`src/rtl/bcd_display_counter.sv`:
```
`default_nettype none
// ============================================================================
// Module  : bcd_display_counter
// Purpose : N-digit synchronous BCD up/down counter with multiplexed,
//           active-low 7-segment scan driver and leading-zero blanking.
// Revision: 1.0  initial release
// ============================================================================
module bcd_display_counter #(
  parameter int NUM_DIGITS  = 4,
  parameter int TICK_DIV    = 100_000_000,
  parameter int REFRESH_DIV = 100_000,
  parameter bit BLANK_LZ    = 1'b1
) (
  input  logic                    clk,
  input  logic                    reset,
  input  logic                    count,
  input  logic                    up,
  input  logic                    load,
  input  logic [4*NUM_DIGITS-1:0] data_in,
  output logic [4*NUM_DIGITS-1:0] value,
  output logic                    wrap,
  output logic [NUM_DIGITS-1:0]   anode,
  output logic [7:0]              out
);

  localparam int TW = (TICK_DIV > 1)    ? $clog2(TICK_DIV)    : 1;
  localparam int RW = (REFRESH_DIV > 1) ? $clog2(REFRESH_DIV) : 1;
  localparam int SW = (NUM_DIGITS > 1)  ? $clog2(NUM_DIGITS)  : 1;

  localparam logic [TW-1:0] TICK_LAST    = TW'(TICK_DIV - 1);
  localparam logic [RW-1:0] REFRESH_LAST = RW'(REFRESH_DIV - 1);
  localparam logic [SW-1:0] SCAN_LAST    = SW'(NUM_DIGITS - 1);

  logic [TW-1:0]           tick_cnt;
  logic                    tick;
  logic [4*NUM_DIGITS-1:0] stepped;
  logic [4*NUM_DIGITS-1:0] loaded;
  logic                    step_carry;
  logic [RW-1:0]           refresh_cnt;
  logic [SW-1:0]           scan_idx;
  logic                    refresh_last;
  logic [NUM_DIGITS-1:0]   upper_zero;
  logic [NUM_DIGITS-1:0]   anode_next;
  logic [3:0]              cur_digit;
  logic                    cur_blank;
  logic [7:0]              out_next;

  function automatic logic [7:0] seg_code(input logic [3:0] d);
    case (d)
      4'd0:    seg_code = 8'hC0;
      4'd1:    seg_code = 8'hF9;
      4'd2:    seg_code = 8'hA4;
      4'd3:    seg_code = 8'hB0;
      4'd4:    seg_code = 8'h99;
      4'd5:    seg_code = 8'h92;
      4'd6:    seg_code = 8'h82;
      4'd7:    seg_code = 8'hF8;
      4'd8:    seg_code = 8'h80;
      4'd9:    seg_code = 8'h90;
      default: seg_code = 8'hFF;
    endcase
  endfunction

  assign tick         = (tick_cnt == TICK_LAST);
  assign refresh_last = (refresh_cnt == REFRESH_LAST);

  // A load restarts the tick period so the first step lands a full period later.
  always_ff @(posedge clk or posedge reset) begin
    if (reset)              tick_cnt <= '0;
    else if (load || tick)  tick_cnt <= '0;
    else                    tick_cnt <= tick_cnt + TW'(1);
  end

  // Ripple carry/borrow resolved within one cycle; final carry marks a wrap.
  always_comb begin
    logic       carry;
    logic [3:0] d;
    carry   = 1'b1;
    stepped = value;
    loaded  = '0;
    for (int i = 0; i < NUM_DIGITS; i++) begin
      d = value[4*i +: 4];
      if (carry) begin
        if (up) begin
          if (d == 4'd9) stepped[4*i +: 4] = 4'd0;
          else begin
            stepped[4*i +: 4] = d + 4'd1;
            carry = 1'b0;
          end
        end else begin
          if (d == 4'd0) stepped[4*i +: 4] = 4'd9;
          else begin
            stepped[4*i +: 4] = d - 4'd1;
            carry = 1'b0;
          end
        end
      end
      loaded[4*i +: 4] = (data_in[4*i +: 4] > 4'd9) ? 4'd9 : data_in[4*i +: 4];
    end
    step_carry = carry;
  end

  always_ff @(posedge clk or posedge reset) begin
    if (reset) begin
      value <= '0;
      wrap  <= 1'b0;
    end else begin
      wrap <= 1'b0;
      if (load) begin
        value <= loaded;
      end else if (tick && count) begin
        value <= stepped;
        wrap  <= step_carry;
      end
    end
  end

  always_ff @(posedge clk or posedge reset) begin
    if (reset) begin
      refresh_cnt <= '0;
      scan_idx    <= '0;
    end else if (refresh_last) begin
      refresh_cnt <= '0;
      scan_idx    <= (scan_idx == SCAN_LAST) ? '0 : scan_idx + SW'(1);
    end else begin
      refresh_cnt <= refresh_cnt + RW'(1);
    end
  end

  // upper_zero[i] is set when digits i..NUM_DIGITS-1 are all zero.
  always_comb begin
    logic zeros;
    zeros      = 1'b1;
    upper_zero = '0;
    anode_next = '1;
    cur_digit  = 4'd0;
    cur_blank  = 1'b0;
    for (int i = NUM_DIGITS - 1; i >= 0; i--) begin
      zeros         = zeros && (value[4*i +: 4] == 4'd0);
      upper_zero[i] = zeros;
    end
    for (int i = 0; i < NUM_DIGITS; i++) begin
      if (SW'(i) == scan_idx) begin
        anode_next[i] = 1'b0;
        cur_digit     = value[4*i +: 4];
        cur_blank     = BLANK_LZ && (i > 0) && upper_zero[i];
      end
    end
    out_next = cur_blank ? 8'hFF : seg_code(cur_digit);
  end

  always_ff @(posedge clk or posedge reset) begin
    if (reset) begin
      anode <= '1;
      out   <= 8'hFF;
    end else begin
      anode <= anode_next;
      out   <= out_next;
    end
  end

endmodule
`default_nettype wire

```
`config.mk`:
```
export PLATFORM = sky130hd
export DESIGN_NAME = bcd_display_counter
export DESIGN_NICKNAME = d
export VERILOG_FILES = /design/src/rtl/bcd_display_counter.sv
export SDC_FILE = /design/constraint.sdc
export NUM_CORES = 1
export LEC_CHECK = 0
export CAP_MARGIN = 20
export CORE_MARGIN = 3
export CORE_UTILIZATION = 50
export DETAILED_ROUTE_END_ITERATION = 12
export PLACE_DENSITY = 0.82
export SLEW_MARGIN = 25
export SYNTH_ARGS = -nofsm -noshare
export SYNTH_HDL_FRONTEND = slang
export SYNTH_SLANG_ARGS = --single-unit
```
`constraint.sdc`:
```
create_clock -name clk -period 3.05 [get_ports clk]
set_input_delay 0.7625 -clock clk [delete_from_list [all_inputs] [get_ports clk]]
set_output_delay 0.7625 -clock clk [all_outputs]
set_load 0.03 [all_outputs]
```
==> reports/results.ini <==
[power]
ir_worst_vdd_v=0.000248
p_leak_nw=2.09
p_total_w=0.00229
p_clk_frac=0.354
intPower_w=0.00162
p_per_area_nw_per_um2=436
p_switching_w=0.000671
p_sw_frac=0.293
pwr-share-comb=0.169
power_frac_seq=0.477

[finish]
layout_common_cells=dfrtp_1 (63), nor2_1 (50), clkdlybuf4s50_1 (48)
layout_commonest_cell=dfrtp_1
stdcell_area_um2=5260
final_util=0.624
drive_gt1_frac=0.104
antenna-diode-count=0
area_growth_pct=18.2
fin_nets=562

[worst_hold_path]
min-delay-start=refresh_cnt[0]
holdPathEnd=refresh_cnt[0]
holdPathStages=1
hold_class=flop to flop

[timing]
timing.fmax_ghz=0.398
clock-skew-final_ns=0.0116
rsz0062_at_grt=no
max_slew_margin=0.567
finalSetupViolations=0
whs_ns=0.489
maxSlewViolCount=0
worst_pin_slew_ns=0.648
tns_ns=0
fin_crit_ns=2.51
hold_viol=0
fin_crit_sh=0.825

[place]
gp_congestion=0.903
port_buffers=48
dpl_cell_area_um2=5040
place.detailed.hpwl_um=6970

[critical_path]
arrival_ns=1.75
path_cells=clkdlybuf4s50_1
path_delay_family=buffers and inverters
cp_slowest_cell=clkdlybuf4s50_1
r2r_cells=6
critPathKind=flop to output pin
end_kind=output pin
cp.buffers_inverters=1
timing.rr.start=tick_cnt[0]
regToRegSetupSlack_ns=0.55
startpoint=value[0]
startpoint_type=flop
critPathRequiredTime_ns=2.29
crit_path_max_incr_delay_ns=0.77
crit_fanout=11
r2r-end=value[8]

[global_route]
grt_overflow=0
antenna_found_initial=0
grt_pass1_vias=3618
grt_max_degree=45
groute.usage.overall=0.205
grt_pass1_wl_um=16900

[yosys]
syn-num-nets=523
ys_seq_area_frac=0.420
syn_inst=495
synthFlopType=dfrtp_1
ys_types=60
synth_warnings=0
syn_area_um2=4450
syn_avg_cell_area_um2=8.98
synth-edff-count=0
ys_async_sr_fraction=1.00
synth-seq-cells=74

[die]
chipWidth_um=100
std_cell_rows=33
dieHeight_um=100
initial_core_util=0.528
core_um2=8420
io_pins=50
die-area_um2=10100

[clock_tree]
cts_hold_buf=0
clk_latency_ns=0.35
postCtsSetupBuffers=0
root_buffer=clkbuf_8
ctsLongestPathBuffers=2
clk_pin_slew_worst_paths_ns=0.08
cts_max_level=3
cts_buffers=9
cts.sinks=74
post_cts_resized=0
cts_tree=built

[route]
ant_nets=0
wirelength_um=9900
drc_errors=0
num_vias=3802
wl_per_cell_um=15.4
drt-initial-drc-count=175
drt-pass1-iter-count=5
vias_per_cell=5.90

[run]
cap_violations=0

[outcome]
status=finished clean

## worst max path at each step
stage	end	slack [ns]	cells after the start
after floorplan	refresh_cnt[0]	0.42	1
after global placement	value[8]	0.35	6
after detailed placement	value[8]	0.28	6
after CTS	value[4]	0.54	1
after global routing	value[8]	0.41	6
final	value[0]	0.54	1
## cells by family (layout without fill, tap and decap cells)
family	Yosys count	in the layout	share of synthesized area
AOI/OAI and AO/OA	95	95	0.141
buffers and inverters	54	98	0.0476
DFF	74	74	0.420
adders and majority gates	7	7	0.0197
muxes	6	6	0.0141
and+or+nand+nor	210	210	0.263
xor gates and xnor gates	48	48	0.0946
other	1	1	0.000844
## per-stage QoR
step	setup WS [ns]	cells
after floorplan	0.424	495
after global placement	0.351	628
after detailed placement	0.282	628
after CTS	0.540	644
after global routing	0.410	644
final	0.535	644
## cells in the mapped netlist, drive strengths merged, types with 4 or more instances
cell type	number	area, µm²
nor4b	5	56.3
o21a	4	30.0
o21ai	27	135
mux2i	4	40.0
nor3	19	95.1
clkbuf	27	103
o21bai	4	30.0
nor2b	11	68.8
inv	21	78.8
a31oi	10	62.6
a211oi	6	45.0
nand3	21	110
dfrtp	63	1580
xor2	18	158
o2111ai	5	43.8
nand4	11	75.1
nor2	50	188
nor4	11	83.8
nand3b	10	75.1
nor3b	5	37.5
and3	7	43.8
a21oi	12	60.1
ha	7	87.6
dfstp	11	289
nand2	32	120
xnor2	30	263
and4	9	78.8
buf	6	30.0
or3	6	37.5
## registers in the layout (all words and copies together), names as in the netlist
| name | count |
|---|---|
| out | 7 |
| refresh_cnt | 17 |
| tick_cnt | 27 |
| scan_idx | 2 |
| value | 16 |
| anode | 4 |
| wrap | 1 |
## power groups by stage
stage / Clock [W] / Sequential [W] / Combinational, W
CTS: 0.000822 / 0.00109 / 0.000391
detailed placement: 0 / 0.00111 / 0.000389
finish: 0.000811 / 0.00109 / 0.000388
floorplan: 0 / 0.00113 / 0.000215
global route: 0.000866 / 0.00110 / 0.000424
global placement: 0 / 0.00111 / 0.000380
## final cells by class
| type | instances | area [µm²] |
|---|---|---|
| Clock inverter | 4 | 28.8 |
| Multi-Input combinational cell | 367 | 2370 |
| Clock buffer | 12 | 188 |
| Inverter | 21 | 78.8 |
| Timing Repair Buffer | 61 | 591 |
| Fill cell | 726 | 3170 |
| Sequential cell | 74 | 1870 |
| Tap cell | 105 | 131 |
## per-layer routing
layer | up-vias | GRT usage | share of wire
met5 | - | 0 | 0
met3 | 21 | 0.0438 | 0.055
met2 | 115 | 0.343 | 0.49
li1 | 1846 | - | -
met4 | 0 | 0.0611 | 0.021
met1 | 1820 | 0.268 | 0.44
No activity file was read; power rests on OpenSTA's default activity.
